File: config.mk
export PLATFORM = sky130hd
export DESIGN_NAME = lct_l1a_window_flat
export DESIGN_NICKNAME = d
export VERILOG_FILES = /design/src/rtl/lct_l1a_window_pkg.sv /design/src/rtl/lct_l1a_window_if.sv /design/src/rtl/lct_l1a_window_sat_cnt.sv /design/src/rtl/lct_l1a_window.sv /design/src/flat_wrapper.sv
export SDC_FILE = /design/constraint.sdc
export NUM_CORES = 1
export LEC_CHECK = 0
export ABC_CLOCK_PERIOD_IN_PS = 3750
export CORE_MARGIN = 2
export CORE_UTILIZATION = 41
export DETAILED_ROUTE_END_ITERATION = 12
export PLACE_DENSITY = 0.66
export SYNTH_ARGS = -nofsm -noshare
export SYNTH_HDL_FRONTEND = slang
export SYNTH_HIERARCHICAL = 1
export SYNTH_SLANG_ARGS = --single-unit
File: constraint.sdc
create_clock -name CLK -period 3.75 [get_ports CLK]
set_input_delay 0.375 -clock CLK [delete_from_list [all_inputs] [get_ports CLK]]
set_output_delay 0.375 -clock CLK [all_outputs]
set_load 0.02 [all_outputs]
File: src/rtl/lct_l1a_window_pkg.sv
// rtl/lct_l1a_window_pkg.sv - shared types and constants for the LCT/L1A coincidence window
package lct_l1a_window_pkg;

    // Statistics counter width when the instantiator does not override it.
    localparam int CNT_W_DEF = 16;

    // Window length field width, matched to the delay-line address width.
    localparam int WIN_W = 4;

    typedef enum logic {
        ST_IDLE = 1'b0,
        ST_OPEN = 1'b1
    } state_t;

    // The arrival cycle is the first cycle of a WIN+1 window, so the counter
    // loaded on arrival holds the number of OPEN cycles that follow minus one.
    // A reload value is only meaningful for win != 0; win == 0 never opens.
    function automatic logic [WIN_W-1:0] win_reload(input logic [WIN_W-1:0] win);
        return win - WIN_W'(1);
    endfunction

endpackage

File: src/rtl/lct_l1a_window_if.sv
// rtl/lct_l1a_window_if.sv - control, trigger and statistics bundle of the LCT/L1A window
interface lct_l1a_window_if #(
    parameter int CNT_W = lct_l1a_window_pkg::CNT_W_DEF
);
    logic                                 CE;
    logic                                 LCT_DLY;
    logic                                 L1A;
    logic [lct_l1a_window_pkg::WIN_W-1:0] WIN;
    logic                                 CLR_CNT;

    logic                                 L1A_MATCH;
    logic                                 L1A_NOMATCH;
    logic                                 LCT_TMO;
    logic                                 WIN_OPEN;
    logic [CNT_W-1:0]                     MATCH_CNT;
    logic [CNT_W-1:0]                     NOMATCH_CNT;
    logic [CNT_W-1:0]                     TMO_CNT;
    logic [CNT_W-1:0]                     OVLP_CNT;

    modport master (
        output CE, LCT_DLY, L1A, WIN, CLR_CNT,
        input  L1A_MATCH, L1A_NOMATCH, LCT_TMO, WIN_OPEN,
        input  MATCH_CNT, NOMATCH_CNT, TMO_CNT, OVLP_CNT
    );

    modport slave (
        input  CE, LCT_DLY, L1A, WIN, CLR_CNT,
        output L1A_MATCH, L1A_NOMATCH, LCT_TMO, WIN_OPEN,
        output MATCH_CNT, NOMATCH_CNT, TMO_CNT, OVLP_CNT
    );

endinterface

File: src/rtl/lct_l1a_window_sat_cnt.sv
// rtl/lct_l1a_window_sat_cnt.sv - saturating event counter with synchronous clear
module sat_cnt #(
    parameter int W = 16
) (
    input  logic         CLK,
    input  logic         RST_N,
    input  logic         CLR,
    input  logic         INC,
    output logic [W-1:0] Q
);

    // Count events, stick at all-ones, and let clear win over a same-cycle event.
    always_ff @(posedge CLK) begin
        if (!RST_N) begin
            Q <= '0;
        end else if (CLR) begin
            Q <= '0;
        end else if (INC && (Q != {W{1'b1}})) begin
            Q <= Q + W'(1);
        end
    end

endmodule

File: src/rtl/lct_l1a_window.sv
// rtl/lct_l1a_window.sv - coincidence window between delayed LCT and L1A with statistics
module lct_l1a_window
    import lct_l1a_window_pkg::*;
#(
    parameter int CNT_W = CNT_W_DEF
) (
    input  logic            CLK,
    input  logic            RST_N,
    lct_l1a_window_if.slave bus
);

    state_t           state;
    state_t           state_nxt;
    logic [WIN_W-1:0] wcnt;
    logic [WIN_W-1:0] wcnt_nxt;
    logic             open_win;

    logic             ev_match;
    logic             ev_nomatch;
    logic             ev_tmo;
    logic             ev_ovlp;

    logic             match_q;
    logic             nomatch_q;
    logic             tmo_q;

    // Decode this cycle's events and the next window state; nothing moves while CE is low.
    always_comb begin
        ev_match   = 1'b0;
        ev_nomatch = 1'b0;
        ev_tmo     = 1'b0;
        ev_ovlp    = 1'b0;
        open_win   = 1'b0;
        state_nxt  = state;
        wcnt_nxt   = wcnt;

        if (bus.CE) begin
            case (state)
                ST_IDLE: begin
                    if (bus.L1A) begin
                        // An L1A on the arrival cycle consumes the new window immediately.
                        ev_match   = bus.LCT_DLY;
                        ev_nomatch = ~bus.LCT_DLY;
                    end else if (bus.LCT_DLY) begin
                        open_win = 1'b1;
                    end
                end
                ST_OPEN: begin
                    if (bus.LCT_DLY) begin
                        // The old window is dropped silently; an L1A this cycle still
                        // consumes it, and the new LCT restarts a fresh window.
                        ev_ovlp  = 1'b1;
                        ev_match = bus.L1A;
                        open_win = 1'b1;
                    end else if (bus.L1A) begin
                        ev_match  = 1'b1;
                        state_nxt = ST_IDLE;
                    end else if (wcnt == '0) begin
                        ev_tmo    = 1'b1;
                        state_nxt = ST_IDLE;
                    end else begin
                        wcnt_nxt = wcnt - WIN_W'(1);
                    end
                end
                default: begin
                    state_nxt = ST_IDLE;
                end
            endcase

            // A fresh window with WIN=0 is just the arrival cycle, already spent
            // without a matching L1A, so it expires on the spot.
            if (open_win) begin
                if (bus.WIN == '0) begin
                    ev_tmo    = 1'b1;
                    state_nxt = ST_IDLE;
                    wcnt_nxt  = '0;
                end else begin
                    state_nxt = ST_OPEN;
                    wcnt_nxt  = win_reload(bus.WIN);
                end
            end
        end
    end

    // Window FSM, window counter and registered event pulses.
    always_ff @(posedge CLK) begin
        if (!RST_N) begin
            state     <= ST_IDLE;
            wcnt      <= '0;
            match_q   <= 1'b0;
            nomatch_q <= 1'b0;
            tmo_q     <= 1'b0;
        end else begin
            state     <= state_nxt;
            wcnt      <= wcnt_nxt;
            match_q   <= ev_match;
            nomatch_q <= ev_nomatch;
            tmo_q     <= ev_tmo;
        end
    end

    assign bus.L1A_MATCH   = match_q;
    assign bus.L1A_NOMATCH = nomatch_q;
    assign bus.LCT_TMO     = tmo_q;
    assign bus.WIN_OPEN    = (state == ST_OPEN);

    sat_cnt #(.W(CNT_W)) u_match_cnt (
        .CLK   (CLK),
        .RST_N (RST_N),
        .CLR   (bus.CLR_CNT),
        .INC   (ev_match),
        .Q     (bus.MATCH_CNT)
    );

    sat_cnt #(.W(CNT_W)) u_nomatch_cnt (
        .CLK   (CLK),
        .RST_N (RST_N),
        .CLR   (bus.CLR_CNT),
        .INC   (ev_nomatch),
        .Q     (bus.NOMATCH_CNT)
    );

    sat_cnt #(.W(CNT_W)) u_tmo_cnt (
        .CLK   (CLK),
        .RST_N (RST_N),
        .CLR   (bus.CLR_CNT),
        .INC   (ev_tmo),
        .Q     (bus.TMO_CNT)
    );

    sat_cnt #(.W(CNT_W)) u_ovlp_cnt (
        .CLK   (CLK),
        .RST_N (RST_N),
        .CLR   (bus.CLR_CNT),
        .INC   (ev_ovlp),
        .Q     (bus.OVLP_CNT)
    );

endmodule

File: src/flat_wrapper.sv
// flat-port wrapper written by rule: the top's interface ports become plain ports
module lct_l1a_window_flat import lct_l1a_window_pkg::*;
#(
    parameter int CNT_W = CNT_W_DEF
)
  (CLK, RST_N, bus_CE, bus_LCT_DLY, bus_L1A, bus_WIN, bus_CLR_CNT, bus_L1A_MATCH, bus_L1A_NOMATCH, bus_LCT_TMO, bus_WIN_OPEN, bus_MATCH_CNT, bus_NOMATCH_CNT, bus_TMO_CNT, bus_OVLP_CNT);
  lct_l1a_window_if #(.CNT_W(CNT_W)) bus_i ();
  input  logic CLK;
  input  logic RST_N;
  input wire logic [$bits(bus_i.CE)-1:0] bus_CE;
  input wire logic [$bits(bus_i.LCT_DLY)-1:0] bus_LCT_DLY;
  input wire logic [$bits(bus_i.L1A)-1:0] bus_L1A;
  input wire logic [$bits(bus_i.WIN)-1:0] bus_WIN;
  input wire logic [$bits(bus_i.CLR_CNT)-1:0] bus_CLR_CNT;
  output wire logic [$bits(bus_i.L1A_MATCH)-1:0] bus_L1A_MATCH;
  output wire logic [$bits(bus_i.L1A_NOMATCH)-1:0] bus_L1A_NOMATCH;
  output wire logic [$bits(bus_i.LCT_TMO)-1:0] bus_LCT_TMO;
  output wire logic [$bits(bus_i.WIN_OPEN)-1:0] bus_WIN_OPEN;
  output wire logic [$bits(bus_i.MATCH_CNT)-1:0] bus_MATCH_CNT;
  output wire logic [$bits(bus_i.NOMATCH_CNT)-1:0] bus_NOMATCH_CNT;
  output wire logic [$bits(bus_i.TMO_CNT)-1:0] bus_TMO_CNT;
  output wire logic [$bits(bus_i.OVLP_CNT)-1:0] bus_OVLP_CNT;
  assign bus_i.CE = bus_CE;
  assign bus_i.LCT_DLY = bus_LCT_DLY;
  assign bus_i.L1A = bus_L1A;
  assign bus_i.WIN = bus_WIN;
  assign bus_i.CLR_CNT = bus_CLR_CNT;
  assign bus_L1A_MATCH = bus_i.L1A_MATCH;
  assign bus_L1A_NOMATCH = bus_i.L1A_NOMATCH;
  assign bus_LCT_TMO = bus_i.LCT_TMO;
  assign bus_WIN_OPEN = bus_i.WIN_OPEN;
  assign bus_MATCH_CNT = bus_i.MATCH_CNT;
  assign bus_NOMATCH_CNT = bus_i.NOMATCH_CNT;
  assign bus_TMO_CNT = bus_i.TMO_CNT;
  assign bus_OVLP_CNT = bus_i.OVLP_CNT;
  lct_l1a_window #(.CNT_W(CNT_W)) u_core (.CLK(CLK), .RST_N(RST_N), .bus(bus_i));
endmodule
# After elaboration in Yosys (flattened, before gate mapping)
# Cells that the tools add are included.
# totals
reg_bits	72
input_bits	10
out_inout_bits	68
wordCells	67
# op_classes
n_addsub	6
n_eq_ne	7
n_mux	33
bitwise	3
reduce_logical	9
# ops
cell	n
adder 16 x 1 -> 16 bit, second input constant	4
inequality test 16 bit, second input constant	4
2-to-1 mux 1 bit	25
2-to-1 mux 4 bit	6
logical NOT 4 bit	2
subtractor 4 x 1 -> 4 bit, second input constant	2
AND reduction 5 bit	1
logical AND 1 bit	4
inequality test 2 x 1 -> 1 bit, second input constant	2
case mux 1 bit (2 select lines)	2
NOT 1 bit	3
inequality test 2 bit, second input constant	1
nonzero test 2 bit	1
OR reduction 2 bit	1

# Depth between registers and ports, before layout
# logic_depth
depth_word	9
ltp_mapped	10
mapped_depth_nobuf	10

# By module
# The synthesis kept the hierarchy.
# modules_own_cells
mod	instances	cells_per_inst	area_each_um2	seq_area_each_um2
sat_cnt	4	91	864.6	320.3
lct_l1a_window	1	76	570.5	160.2

# Least setup slack after synthesis
# No wires, ideal clock.
# synth_path
path_kind	register to register
from	register u_core.wcnt[0]
to	register u_core.u_tmo_cnt.Q[13]
setup_ns	0.071
t_arrival_ns	2.263
required_time_ns	3.679
slack_ns	1.416
path_stages_with_launch	11
path_buffers	0
synth_period_minus_slack_ns	2.334
path_cell_list	dfxtp_1 -> inv_1 -> ha_1 -> nor3b_1 -> a22oi_1 -> o22a_1 -> nor2b_1 -> and4_2 -> nand3_4 -> or4_1 -> a21oi_1
# synth_between
elab_chain_cells	9
# synth_lines
element	line_no	source
start, declared	lct_l1a_window.sv:14	logic [WIN_W-1:0] wcnt;
start signal, assigned	lct_l1a_window.sv:95	wcnt <= wcnt_nxt;
logical NOT 4 bit *	lct_l1a_window.sv:58	end else if (wcnt == '0) begin
2-to-1 mux 1 bit *	lct_l1a_window.sv:58	
2-to-1 mux 1 bit *	lct_l1a_window.sv:55	end else if (bus.L1A) begin
2-to-1 mux 1 bit *	lct_l1a_window.sv:49	if (bus.LCT_DLY) begin
2-to-1 mux 1 bit *	lct_l1a_window.sv:38	case (state)
2-to-1 mux 1 bit	lct_l1a_window.sv:73	if (bus.WIN == '0) begin
2-to-1 mux 1 bit *	lct_l1a_window.sv:72	if (open_win) begin
2-to-1 mux 1 bit *	lct_l1a_window.sv:37	if (bus.CE) begin
via u_core.ev_tmo	lct_l1a_window.sv:20	logic ev_tmo;
logical AND 1 bit *	lct_l1a_window_sat_cnt.sv:18	end else if (INC && (Q != {W{1'b1}})) begin
end signal, assigned	lct_l1a_window_sat_cnt.sv:19	Q <= Q + W'(1);
end, declared	lct_l1a_window_sat_cnt.sv:9	output logic [W-1:0] Q
# Mark *: on every way through the listed nets, which the timed path passes. The rest lies on a longest branch.
# A chain may end at the register's enable or synchronous reset.

# Final worst setup path
# Ends and elaborated chain as after synthesis.

==> impl_metrics.ini <==
[placement]
placed_cells = 643
place.gp.congestion = 0.835
portBuffers = 77
dp_hpwl_mm = 6.90

[layout]
area_delta_synth_final_pct = 27.6
layout_common_cells = clkdlybuf4s50_1 (77), dfxtp_1 (72), nor2_1 (44), nand2_1 (28)
multi_input_area_um2 = 2510
diodes = 0
fillers = 926
stdcell_count = 659
final_nets = 536
regArea_um2 = 1440
drive_above_1_share = 0.0989
final_common_cell = clkdlybuf4s50_1

[run_status]
status = finished, final reports clean

[min_path]
hold_path_class = flop to flop
min_from = u_core/wcnt[3]
hold_depth = 2

[synth]
synthAdderAreaFrac = 0.0155
synth-simple-area-share = 0.336
synth_top_flop_cell = dfxtp_1
synthXorXnorAreaFrac = 0.0348
synth_top_family_by_area = simple AND/OR/NAND/NOR gates
syn_nets = 455
ys_types = 53
synth_area_um2 = 4030
synth.yosys.seq_area_share = 0.358
synth_mux_area_frac = 0.0127
synth_compound_area_frac = 0.223
synth-edff-count = 0
async_reset_ff_frac = 0
ys_seq_elements = 72
syn_inst = 440
yosysWarnings = 6
avgSynthCellArea_um2 = 9.16

[routing]
highest_layer = met4
ant_nets = 0
drtIter0Drc = 147
drcViolationCount = 0
dr.pass1.iters = 4
routed-wl-met2_mm = 4.35
vias = 3758
wl_per_cell_um = 14.4
dr_wl_met3_um = 393
drt-met1-wl_mm = 4.54
vias_per_cell = 5.70
wl_mm = 9.46

[pwr]
power.static_leakage_nw = 1.77
finalPower_mw = 1.49
power_frac_clock = 0.416
p_sw_uw = 348
intPower_mw = 1.14
swShare = 0.234
power_density_nw_per_um2 = 289
pwr-share-comb = 0.062
ir_drop_mv = 0.123
p_seq_frac = 0.522

[floorplan]
core-area_um2 = 9640
fp.dieW_um = 103
rows = 36
start_util = 0.418
dieArea_um2 = 10600
ioPinCount = 78
die_height_um = 103

[sta]
tightest_slew_ns = 0.651
skew_ns = 0.00578
finalHoldViolations = 0
finalCritPeriodShare = 0.715
tns_ns = 0
fmax_mhz = 373
setup_viol = 0
rsz0062_at_grt = false
maxSlewHeadroom = 0.565
min_period_ns = 2.68
maxSlewViolCount = 0

[cts]
cts-buffers-inserted = 9
clk_pin_slew_ns = 0.07
clkSinkCount = 72
cts-root-buf = clkbuf_8
insertion_delay_ns = 0.35
cts_resized = 0
ctsLongestPathBuffers = 2
post_cts.repair.setup_buffers = 0
cts_hold_buf = 0
h-tree-depth = 3
cts_tree = yes

[worst_setup_path]
cp_slowest_stage_delay_ns = 0.42
endpoint_kind = flop
r2r_cells = 10
cp-startpoint = u_core/wcnt[0]
critPathKind = flop to flop
critPathMaxFanout = 9
slowest_stage = or4_1
cp.arrival_ns = 2.95
cp_cell_sequence = inv_1 -> ha_1 -> nor3b_1 -> a22oi_1 -> o22a_1 -> nor2b_1 -> and4_2 -> nand3_4 -> or4_1 -> a21oi_1
startpoint_type = flop
rr_startpoint = u_core/wcnt[0]
crit_required_ns = 4.02

[grt]
grt.overflow.total = 0
grt_usage = 0.178
grt_max_degree = 19
grt_pass1_vias = 3261
antenna_found_initial = 0
grt_pass1_wl_mm = 15.2

[run]
drv_cap = 0
[metrics by stage]
stage | instance area, µm² | util | worst slack, ns | hold slack, ns
floorplan | 4030 | - | 1.42 | 0.448
global placement | 4940 | 0.512 | 0.806 | 0.475
detailed placement | 4940 | 0.512 | 0.748 | 0.481
CTS | 5140 | 0.533 | 1.10 | 0.491
global route | 5140 | 0.533 | 0.895 | 0.520
finish | 5140 | 0.533 | 1.07 | 0.500
[worst paths after layout]
check	to	slack, ns
setup reg to reg	u_core/u_tmo_cnt/Q[13]	1.07
hold / removal	u_core/wcnt[3]	0.50
setup / recovery	u_core/u_tmo_cnt/Q[13]	1.07
hold reg to reg	u_core/wcnt[3]	0.50
[cells in the mapped netlist, types with 5 or more instances]
cell | count | area [µm²]
and3_1 | 5 | 31.3
o311ai_0 | 8 | 70.1
o211ai_1 | 5 | 37.5
nor2_1 | 44 | 165
clkbuf_1 | 5 | 18.8
nand2b_1 | 9 | 56.3
and4_2 | 8 | 80.1
xor2_1 | 12 | 105
inv_1 | 12 | 45.0
nor2b_1 | 9 | 56.3
nand4_1 | 8 | 50.1
o31ai_1 | 9 | 67.6
a21oi_1 | 21 | 105
nor3_1 | 8 | 40.0
nor3b_1 | 5 | 37.5
or4_1 | 9 | 67.6
nand2_1 | 28 | 105
ha_1 | 5 | 62.6
nand4_4 | 8 | 170
o41ai_1 | 8 | 70.1
o21ai_0 | 21 | 105
nand3_1 | 17 | 85.1
and2_1 | 14 | 87.6
or3_1 | 8 | 50.1
nor4_1 | 13 | 81.3
o2111ai_1 | 5 | 43.8
dfxtp_1 | 72 | 1440
[per-layer routing]
metal,global-route usage,vias to the layer above
met3,0.0312,12
met2,0.277,86
met5,0,-
met1,0.242,1792
li1,-,1868
met4,0.0779,0
[power groups by stage]
stage	clock [mW]	combinational (mW)	sequential, mW
6_report	0.618	0.0922	0.775
5_1_grt	0.668	0.102	0.776
4_1_cts	0.640	0.0921	0.775
3_5_place_dp	0	0.0917	0.793
3_3_place_gp	0	0.0904	0.793
2_1_floorplan	0	0.0580	0.794
[registers in the layout, indices dropped and copies added (netlist names), 4 cells and up]
name / flops
u_core/u_match_cnt/Q: 16
u_core/u_nomatch_cnt/Q: 16
u_core/u_ovlp_cnt/Q: 16
u_core/u_tmo_cnt/Q: 16
u_core/wcnt: 4
[kinds of logic (layout without fill, tap and decap cells)]
family | count (synthesis) | count (layout)
AND/OR/NAND/NOR | 210 | 210
flip-flops | 72 | 72
buffers and inverters | 20 | 106
XOR/XNOR | 16 | 16
adder cells (fa/ha/maj) | 5 | 5
multiplexers | 5 | 5
AO/OA/AOI/OAI | 112 | 112
[cell type report]
cell class	instances	area share
Clock buffer	14	0.0375
Clock inverter	2	0.00195
Inverter	12	0.00876
Multi-Input combinational cell	348	0.488
Sequential cell	72	0.280
Tap cell	133	0.0324
Timing Repair Buffer	78	0.151
[critical path, delay by kind of cell (launching register included)]
family	cells	cell delay, ns
fa+ha+maj	1	0.21
compound gates	3	0.49
flops	1	0.35
buf+inv	1	0.09
simple gates	5	1.48
No activity file was read; power rests on OpenSTA's default activity.
